===== src/rtl/qos_stream_if.sv =====
// Stream-merge bus: STREAM_COUNT packed input streams plus one merged output stream.
// 'master' is the sources/sink side, 'slave' is the arbiter side.
interface qos_stream_if #(
  parameter int STREAM_COUNT = 4,
  parameter int T_DATA_WIDTH = 8,
  parameter int T_QOS_WIDTH  = 4,
  parameter int T_ID_WIDTH   = $clog2(STREAM_COUNT)
);
  logic [STREAM_COUNT*T_DATA_WIDTH-1:0] s_data;
  logic [STREAM_COUNT*T_QOS_WIDTH-1:0]  s_qos;
  logic [STREAM_COUNT-1:0]              s_last;
  logic [STREAM_COUNT-1:0]              s_valid;
  logic [STREAM_COUNT-1:0]              s_ready;
  logic [T_DATA_WIDTH-1:0]              m_data;
  logic [T_QOS_WIDTH-1:0]               m_qos;
  logic [T_ID_WIDTH-1:0]                m_id;
  logic                                 m_last;
  logic                                 m_valid;
  logic                                 m_ready;

  modport master (
    output s_data, s_qos, s_last, s_valid, m_ready,
    input  s_ready, m_data, m_qos, m_id, m_last, m_valid
  );
  modport slave (
    input  s_data, s_qos, s_last, s_valid, m_ready,
    output s_ready, m_data, m_qos, m_id, m_last, m_valid
  );
endinterface


===== src/rtl/qos_stream_arbiter.sv =====
// Packet-locked QoS stream arbiter with round-robin tie-break among equal QoS.
// Define AGING_EN to promote streams that lost AGING_LIMIT arbitrations to top QoS.
module qsa_lane #(
  parameter int T_QOS_WIDTH = 4,
  parameter int AGING_LIMIT = 8
) (
  input  logic                   clk,
  input  logic                   nrst,
  input  logic                   valid,
  input  logic                   arb,
  input  logic                   win,
  input  logic [T_QOS_WIDTH-1:0] qos,
  output logic [T_QOS_WIDTH-1:0] eff_qos
);
`ifdef AGING_EN
  localparam int CW = $clog2(AGING_LIMIT + 1);
  logic [CW-1:0] cnt;

  // Losers count up (saturating), the winner clears; idle streams hold.
  always_ff @(posedge clk or negedge nrst) begin
    if (!nrst) cnt <= '0;
    else if (arb && valid) begin
      if (win) cnt <= '0;
      else if (cnt < CW'(AGING_LIMIT)) cnt <= cnt + 1'b1;
    end
  end

  assign eff_qos = (cnt >= CW'(AGING_LIMIT)) ? '1 : qos;
`else
  localparam int unused_lim = AGING_LIMIT;
  logic unused_aging;
  assign unused_aging = ^{clk, nrst, valid, arb, win};
  assign eff_qos = qos;
`endif
endmodule

module qos_stream_arbiter #(
  parameter int STREAM_COUNT = 4,
  parameter int T_DATA_WIDTH = 8,
  parameter int T_QOS_WIDTH  = 4,
  parameter int T_ID_WIDTH   = $clog2(STREAM_COUNT),
  parameter int AGING_LIMIT  = 8
) (
  input logic        clk,
  input logic        nrst,
  qos_stream_if.slave bus
);
  typedef enum logic {IDLE, BUSY} state_t;

  if (STREAM_COUNT < 2 || STREAM_COUNT > 16) begin : g_bad_cfg
    $error("qos_stream_arbiter: STREAM_COUNT must be 2..16");
  end

  state_t state_q, state_d;
  logic [T_ID_WIDTH-1:0]  grant_q, last_grant_q, win_idx, idx;
  logic [T_ID_WIDTH:0]    sum;
  logic [T_QOS_WIDTH-1:0] m_qos_q, best;
  logic                   win_found, arb_en;

  logic [STREAM_COUNT-1:0][T_DATA_WIDTH-1:0] data_a;
  logic [STREAM_COUNT-1:0][T_QOS_WIDTH-1:0]  qos_a, eff_qos;

  assign data_a = bus.s_data;
  assign qos_a  = bus.s_qos;
  assign arb_en = (state_q == IDLE) && win_found;

  for (genvar i = 0; i < STREAM_COUNT; i++) begin : g_lane
    qsa_lane #(.T_QOS_WIDTH(T_QOS_WIDTH), .AGING_LIMIT(AGING_LIMIT)) u_lane (
      .clk     (clk),
      .nrst    (nrst),
      .valid   (bus.s_valid[i]),
      .arb     (arb_en),
      .win     (win_idx == T_ID_WIDTH'(i)),
      .qos     (qos_a[i]),
      .eff_qos (eff_qos[i])
    );
  end

  // Scan in round-robin order from last_grant+1; strict '>' keeps the first of equal QoS.
  always_comb begin
    win_found = 1'b0;
    win_idx   = '0;
    best      = '0;
    sum       = '0;
    idx       = '0;
    for (int k = 1; k <= STREAM_COUNT; k++) begin
      sum = {1'b0, last_grant_q} + (T_ID_WIDTH+1)'(k);
      if (sum >= (T_ID_WIDTH+1)'(STREAM_COUNT)) sum = sum - (T_ID_WIDTH+1)'(STREAM_COUNT);
      idx = sum[T_ID_WIDTH-1:0];
      if (bus.s_valid[idx] && (!win_found || eff_qos[idx] > best)) begin
        win_found = 1'b1;
        win_idx   = idx;
        best      = eff_qos[idx];
      end
    end
  end

  always_comb begin
    state_d     = state_q;
    bus.s_ready = '0;
    bus.m_valid = 1'b0;
    bus.m_data  = '0;
    bus.m_last  = 1'b0;
    bus.m_id    = '0;
    case (state_q)
      IDLE: if (win_found) state_d = BUSY;
      BUSY: begin
        bus.m_valid          = bus.s_valid[grant_q];
        bus.m_data           = data_a[grant_q];
        bus.m_last           = bus.s_last[grant_q];
        bus.m_id             = grant_q;
        bus.s_ready[grant_q] = bus.m_ready;
        if (bus.s_valid[grant_q] && bus.m_ready && bus.s_last[grant_q]) state_d = IDLE;
      end
      default: state_d = IDLE;
    endcase
  end

  always_ff @(posedge clk or negedge nrst) begin
    if (!nrst) begin
      state_q      <= IDLE;
      grant_q      <= '0;
      last_grant_q <= T_ID_WIDTH'(STREAM_COUNT - 1);
      m_qos_q      <= '0;
    end else begin
      state_q <= state_d;
      if (arb_en) begin
        grant_q      <= win_idx;
        last_grant_q <= win_idx;
        m_qos_q      <= qos_a[win_idx];
      end
    end
  end

  assign bus.m_qos = m_qos_q;
endmodule


===== src/flat_wrapper.sv =====
// flat-port wrapper written by rule: the top's interface ports become plain ports
module qos_stream_arbiter_flat 
#(
  parameter int STREAM_COUNT = 4,
  parameter int T_DATA_WIDTH = 8,
  parameter int T_QOS_WIDTH  = 4,
  parameter int T_ID_WIDTH   = $clog2(STREAM_COUNT),
  parameter int AGING_LIMIT  = 8
)
  (clk, nrst, bus_s_data, bus_s_qos, bus_s_last, bus_s_valid, bus_m_ready, bus_s_ready, bus_m_data, bus_m_qos, bus_m_id, bus_m_last, bus_m_valid);
  qos_stream_if #(.STREAM_COUNT(STREAM_COUNT), .T_DATA_WIDTH(T_DATA_WIDTH), .T_QOS_WIDTH(T_QOS_WIDTH), .T_ID_WIDTH(T_ID_WIDTH)) bus_i ();
  input logic clk;
  input logic nrst;
  input wire logic [$bits(bus_i.s_data)-1:0] bus_s_data;
  input wire logic [$bits(bus_i.s_qos)-1:0] bus_s_qos;
  input wire logic [$bits(bus_i.s_last)-1:0] bus_s_last;
  input wire logic [$bits(bus_i.s_valid)-1:0] bus_s_valid;
  input wire logic [$bits(bus_i.m_ready)-1:0] bus_m_ready;
  output wire logic [$bits(bus_i.s_ready)-1:0] bus_s_ready;
  output wire logic [$bits(bus_i.m_data)-1:0] bus_m_data;
  output wire logic [$bits(bus_i.m_qos)-1:0] bus_m_qos;
  output wire logic [$bits(bus_i.m_id)-1:0] bus_m_id;
  output wire logic [$bits(bus_i.m_last)-1:0] bus_m_last;
  output wire logic [$bits(bus_i.m_valid)-1:0] bus_m_valid;
  assign bus_i.s_data = bus_s_data;
  assign bus_i.s_qos = bus_s_qos;
  assign bus_i.s_last = bus_s_last;
  assign bus_i.s_valid = bus_s_valid;
  assign bus_i.m_ready = bus_m_ready;
  assign bus_s_ready = bus_i.s_ready;
  assign bus_m_data = bus_i.m_data;
  assign bus_m_qos = bus_i.m_qos;
  assign bus_m_id = bus_i.m_id;
  assign bus_m_last = bus_i.m_last;
  assign bus_m_valid = bus_i.m_valid;
  qos_stream_arbiter #(.STREAM_COUNT(STREAM_COUNT), .T_DATA_WIDTH(T_DATA_WIDTH), .T_QOS_WIDTH(T_QOS_WIDTH), .T_ID_WIDTH(T_ID_WIDTH), .AGING_LIMIT(AGING_LIMIT)) u_core (.clk(clk), .nrst(nrst), .bus(bus_i));
endmodule

===== config.mk =====
export PLATFORM = sky130hd
export DESIGN_NAME = qos_stream_arbiter_flat
export DESIGN_NICKNAME = d
export VERILOG_FILES = /design/src/rtl/qos_stream_if.sv /design/src/rtl/qos_stream_arbiter.sv /design/src/flat_wrapper.sv
export SDC_FILE = /design/constraint.sdc
export NUM_CORES = 1
export LEC_CHECK = 0
export CAP_MARGIN = 20
export CELL_PAD_IN_SITES_DETAIL_PLACEMENT = 1
export CELL_PAD_IN_SITES_GLOBAL_PLACEMENT = 1
export CORE_MARGIN = 5
export CORE_UTILIZATION = 30
export CTS_CLUSTER_SIZE = 20
export DETAILED_ROUTE_END_ITERATION = 6
export GPL_TIMING_DRIVEN = 0
export PLACE_DENSITY = 0.78
export SYNTH_ARGS = -nofsm -noshare
export SYNTH_HDL_FRONTEND = slang
export SYNTH_SLANG_ARGS = --single-unit

===== constraint.sdc =====
create_clock -name clk -period 11.8 [get_ports clk]
set_input_delay 1.18 -clock clk [delete_from_list [all_inputs] [get_ports clk]]
set_output_delay 1.18 -clock clk [all_outputs]
set_load 0.03 [all_outputs]

Word level (Yosys, flattened, before mapping)
Index checks and enable logic that the tools add are counted.
{"block": "word_totals", "out_inout_bits": 20, "regBits": 9}
{"block": "classes", "n_bitwise": 2, "mux": 49, "reduce_logical": 13, "addsub": 8, "order_cmp": 14}
{"cell": "$bmux 4 s2", "count": 5}
{"cell": "$mux 4", "count": 9}
{"cell": "$lt 2x3->1 const B", "count": 6}
{"cell": "$mux 2", "count": 9}
{"cell": "$bmux 8 s2", "count": 1}
{"cell": "$mux 8", "count": 2}
{"cell": "$mux 1", "count": 15}
{"cell": "$bmux 1 s2", "count": 6}
{"cell": "$ge 3x3->1 const B", "count": 4}
{"cell": "$gt 4x4->1", "count": 3}
{"cell": "$sub 2x1->2 const B", "count": 4}
{"cell": "$logic_and 1x1->1", "count": 7}
{"cell": "$add 2x2->3 const B", "count": 2}
{"cell": "$and 4x4->4", "count": 1}
{"cell": "$add 2x1->3 const B", "count": 1}
{"cell": "$add 2x3->3 const B", "count": 1}
{"cell": "$logic_not 1->1", "count": 3}
{"cell": "$logic_or 1x1->1", "count": 3}
{"cell": "$demux 1 s2", "count": 1}
{"cell": "$ge 2x1->1 const B", "count": 1}
{"cell": "$pmux 1 s2", "count": 1}
{"cell": "$not 1->1", "count": 1}

Longest topological paths before layout
{"block": "depth", "ltp_word": 20, "mapped_depth": 30, "ltp_nobuf": 27}

By module
From an unflattened synthesis, not the netlist that was laid out.
{"block": "hier_totals", "hier_cells": 306, "area_unflattened_um2": 2356.0}
{"module": "qos_stream_arbiter", "area_per_inst_um2": 2235.9, "instances": 1, "cells_per_inst": 290, "seq_area_each_um2": 227.7}
{"module": "qsa_lane", "area_per_inst_um2": 30.0, "instances": 4, "cells_per_inst": 4, "seq_area_each_um2": 0.0}

Worst setup path before layout
No wires, ideal clock.
{"block": "synth_path", "path_kind": "input port to flip-flop", "from": "input port bus_s_valid[3]", "to": "register u_core.m_qos_q[0], in the netlist u_core.bus.m_qos[0]", "setup_time_ps": 138, "required_ps": 11662, "t_arrival_ps": 5841, "stages": 26, "slack_ps": 5821, "path_cell_list": "buf_2 -> mux2i_1 -> mux2i_4 -> o211ai_1 -> ha_1 -> nand2_1 -> o21bai_1 -> o2bb2ai_1 -> a21oi_2 -> nor2_1 -> a21oi_1 -> ha_1 -> nor2b_1 -> o211ai_1 -> a21oi_1 -> o221ai_2 -> o21ai_0 -> ha_1 -> a21oi_1 -> and3_1 -> o221ai_1 -> nor2b_1 -> a21oi_1 -> mux2i_4 -> mux2i_1 -> o221ai_1"}
{"block": "synth_via", "elab_chain_len": 17, "elab_cells_between_ends": 34, "cone_classes": "3 x order compare; 21 x mux; 10 x reduce/logical"}
{"element": "start: declaration", "line": "flat_wrapper.sv:17", "source": "input wire logic [$bits(bus_i.s_valid)-1:0] bus_s_valid;"}
{"element": "$bmux 1 s2", "line": "qos_stream_arbiter.sv:90", "source": "if (bus.s_valid[idx] && (!win_found || eff_qos[idx] > best)) begin"}
{"element": "$mux 1 (implied by the code)", "line": "qos_stream_arbiter.sv:90"}
{"element": "$mux 4 / $mux 1 (equally long branches)", "line": "qos_stream_arbiter.sv:90"}
{"element": "$gt 4x4->1 / $logic_not 1->1 (equally long branches)", "line": "qos_stream_arbiter.sv:90"}
{"element": "$logic_or 1x1->1", "line": "qos_stream_arbiter.sv:90"}
{"element": "$logic_and 1x1->1", "line": "qos_stream_arbiter.sv:90"}
{"element": "$mux 4 / $mux 1 (equally long branches)", "line": "qos_stream_arbiter.sv:90"}
{"element": "$gt 4x4->1 / $logic_not 1->1 (equally long branches)", "line": "qos_stream_arbiter.sv:90"}
{"element": "$logic_or 1x1->1", "line": "qos_stream_arbiter.sv:90"}
{"element": "$logic_and 1x1->1", "line": "qos_stream_arbiter.sv:90"}
{"element": "$mux 4 / $mux 1 (equally long branches)", "line": "qos_stream_arbiter.sv:90"}
{"element": "$gt 4x4->1 / $logic_not 1->1 (equally long branches)", "line": "qos_stream_arbiter.sv:90"}
{"element": "$logic_or 1x1->1", "line": "qos_stream_arbiter.sv:90"}
{"element": "$logic_and 1x1->1", "line": "qos_stream_arbiter.sv:90"}
{"element": "$mux 2", "line": "qos_stream_arbiter.sv:90"}
{"element": "$bmux 4 s2", "line": "qos_stream_arbiter.sv:130", "source": "m_qos_q <= qos_a[win_idx];"}
{"element": "$mux 4 (implied by the code)", "line": "qos_stream_arbiter.sv:130"}
{"element": "end signal: assignment", "line": "qos_stream_arbiter.sv:130"}
{"element": "end: declaration", "line": "qos_stream_arbiter.sv:57", "source": "logic [T_QOS_WIDTH-1:0] m_qos_q, best;"}
Parallel ways exist; a longest one is shown, timed or not. The select of a mux whose other input is x is not followed.
A chain may end at the register's enable or synchronous reset.

Final worst setup path
{"block": "layout_path", "from": "input port bus_s_valid[1]", "to": "register u_core.m_qos_q[2], in the netlist u_core.bus.m_qos[2]"}
The elaborated chain is that of the path after synthesis.

==> summary.txt <==
Synth
  • Net Count, Synth: 289
  • #FFs+latches synth: 9
  • Syn Inst Count: 218
  • Share of Yosys cell area claimed by the top area cell type: 16.19%
  • Synth area leaders: mux2i_1 16%, mux4_2 12%, dfrtp_1 9.1%
  • Avg Cell Area, Syn: 8.793 um^2
  • Yosys cell types: 44
  • Synth area leader: mux2i_1
  • Seq/Total Area, Yosys: 11.88%
  • Mapped cell area: 1917 um^2
  • Post-synth EDFFs: 0
  • Yosys warns: 0
  • Synth top cells by count: 31 x mux2i_1, 18 x nand2_1, 17 x a21oi_1
  • Ys flop type: dfrtp_1
  • Top-count cell post-synth: mux2i_1
  • Async SR Flop Fraction: 100.0%

Power
  • Combinational share of power: 90.3%
  • Total Power: 1046 uW
  • P_sw: 551.2 uW
  • Leakage: 0.001147 uW
  • Worst ir drop on vdd: 0.1373 mV
  • Pwr dens: 372.4 nW/um^2
  • Flop pwr share: 6.3%
  • Int Power: 495.0 uW
  • Sw Share: 52.69%
  • Clk pwr share: 3.4%

Placement
  • Post-place setup slack: 4192 ps
  • Detailed Place HPWL: 5576 um
  • PortBufs: 75
  • DP Cell Count: 370
  • Final Wtd Congestion: 0.7774

CTS
  • Cts hold-fix bufs: 0
  • CTS tree: yes
  • Clock buffer count from CTS: 3
  • Clk pin slew, worst setup/hold paths: 50 ps
  • Worst-Skew Late Latency: 230 ps
  • Deepest clock path buffer count: 2
  • Post-CTS Setup Bufs: 0
  • CTS sink count: 9
  • Resize count post-CTS: 0
  • H-tree level count: 1
  • CTS root buf: clkbuf_8

Run status
  • Run status: finished clean

STA
  • Setup slack after layout: 4410 ps
  • Final Hold Fails: 0
  • Worst-Margin Slew: 758.3 ps
  • Slew margin rel.: 49.45%
  • Setup TNS: 0 ps
  • Clock skew: 1.830 ps
  • Max Slew Vio Count: 0
  • Period utilization: 62.63%
  • RSZ-0062 raised after global routing: no
  • Crit path time final: 7391 ps
  • Maximum clock frequency: 135.3 MHz
  • Setup violators final: 0

Routing
  • Post-route ant nets: 0
  • Drt drc: 0
  • Initial DRC count: 71
  • Pre-Repair DR Iteration Count: 4
  • Via count: 1961
  • Wire length per cell: 17.63 um
  • Wirelength, routed: 6592 um
  • Via density: 5.243

Cells and area
  • Fin cells: 374
  • NumNets Final: 369
  • # diodes: 0
  • Layout area overhead: 46.54%
  • Ratio of cells with drive above 1 in the final layout: 14.14%

Worst setup path
  • Kind of end point of the critical path: register
  • R2r worst-path depth: 27
  • Critical Path RT: 11890 ps
  • Crit-path max FO: 9
  • CP arrival: 7480 ps
  • WS Path Type: primary input to register
  • Crit start category: primary input

Floorplanning
  • Die Y: 89.94 um
  • Die area: 8088 um^2
  • Core Region: 6277 um^2
  • Starting Density: 30.54%
  • Die X: 89.94 um
  • Row Count: 29
  • Io pins: 79

GRT
  • Largest net degree at the start of global routing: 11
  • Grt total ovfl: 0
  • Vias in the first global route: 2091
  • Initial antenna violation count: 0
  • First-pass GRT wire length: 10860 um
  • GRT Total Usage: 15.94%

Flow run
  • Max_cap viols: 0

Hold path
  • Hold crit path type: register to register
  • Min-Delay Path Depth: 2
## registers in the layout, indices dropped and copies added (netlist names)
name / flops
u_core.bus.m_qos: 4
u_core.grant_q: 2
u_core.last_grant_q: 2
u_core.state_q: 1
## cells in the final DEF (no fill, tap or decap), types with 4 or more instances in the layout
cell / netlist / layout
clkdlybuf4s50_1: 0 / 75
mux2_2: 9 / 9
o211ai_1: 5 / 5
buf_2: 4 / 4
nand2_1: 18 / 18
dfrtp_1: 7 / 7
mux2i_1: 31 / 31
and2_1: 12 / 12
nand2b_1: 8 / 8
nor2b_1: 4 / 4
ha_1: 12 / 12
a21oi_1: 17 / 17
nor2_1: 15 / 15
mux4_2: 10 / 10
o21ai_0: 9 / 9
o221ai_1: 5 / 5
clkbuf_1: 5 / 6
## per-stage QoR
stage | util [%] | area, um^2 | hold WS, ps
5_1_grt | 44.75 | 2809 | 536.7
4_1_cts | 44.75 | 2809 | 512.7
3_3_place_gp | 44.03 | 2764 | 487.3
2_1_floorplan | - | 1917 | 668.2
3_5_place_dp | 44.03 | 2764 | 492.0
6_report | 44.75 | 2809 | 504.3
## critical path, cell delays in order
cell and delay, ps:
clkdlybuf4s50_1 630, mux2i_1 190, mux2i_4 380, o211ai_1 210, ha_1 350, nand2_1 70, o21bai_1 150, o2bb2ai_1 220
a21oi_2 430, nor2_1 80, a21oi_1 190, ha_1 270, nor2b_1 130, o211ai_1 160, a21oi_1 150, o221ai_2 330
o21ai_0 150, ha_1 360, nand4b_1 110, and3_1 160, o221ai_1 180, nor2b_1 360, a21oi_1 180, mux2i_4 430
mux2i_1 300, o221ai_1 130
## path summary, 6_finish.rpt
path	start	end	slack, ps
max	bus_s_valid[1]	u_core.bus.m_qos[2]$_DFFE_PN0P_	4410
min	u_core.bus.m_qos[3]$_DFFE_PN0P_	u_core.bus.m_qos[3]$_DFFE_PN0P_	500
max reg2reg	u_core.last_grant_q[0]$_DFFE_PN1P_	u_core.bus.m_qos[2]$_DFFE_PN0P_	4650
min reg2reg	u_core.bus.m_qos[3]$_DFFE_PN0P_	u_core.bus.m_qos[3]$_DFFE_PN0P_	500
max in group asynchronous	nrst	u_core.last_grant_q[0]$_DFFE_PN1P_	10230
min in group asynchronous	nrst	u_core.bus.m_qos[2]$_DFFE_PN0P_	1250
## cell type report
type,instances,area (um^2)
fillers,737,3468
multi-input cells,190,1603
repair buffers,75,750.7
flip-flops and latches,9,227.7
well taps,77,96.34
plain buffers,15,71.32
clock buffers,4,45.04
inverters,4,15.01
## metal layers
metal  up-vias  wire (um)  track usage (%)
met2        35       3407            28.60
li1        977          -                -
met5         -          0                0
met4         0         44            3.226
met1       944       2999            20.80
met3         5        140            1.336
## cell families after synthesis
logic type | share of synthesized area [%]
multiplexers | 38.32
AO/OA/AOI/OAI | 17.23
flip-flops | 11.88
AND/OR/NAND/NOR | 19.78
adder cells (fa/ha/maj) | 7.833
buffers and inverters | 4.504
XOR/XNOR | 0.4570
## power groups by stage
| stage | Sequential, uW | Combinational, uW | Clock (uW) |
|---|---|---|---|
| after floorplan | 75.3 | 683 | 0 |
| after global placement | 65.9 | 929 | 0 |
| after detailed placement | 67.3 | 945 | 0 |
| after CTS | 66.9 | 948 | 36.6 |
| after global routing | 68.9 | 1030 | 38.7 |
| final | 65.5 | 945 | 36.0 |
Note: power is estimated with default switching activity, not from simulation.
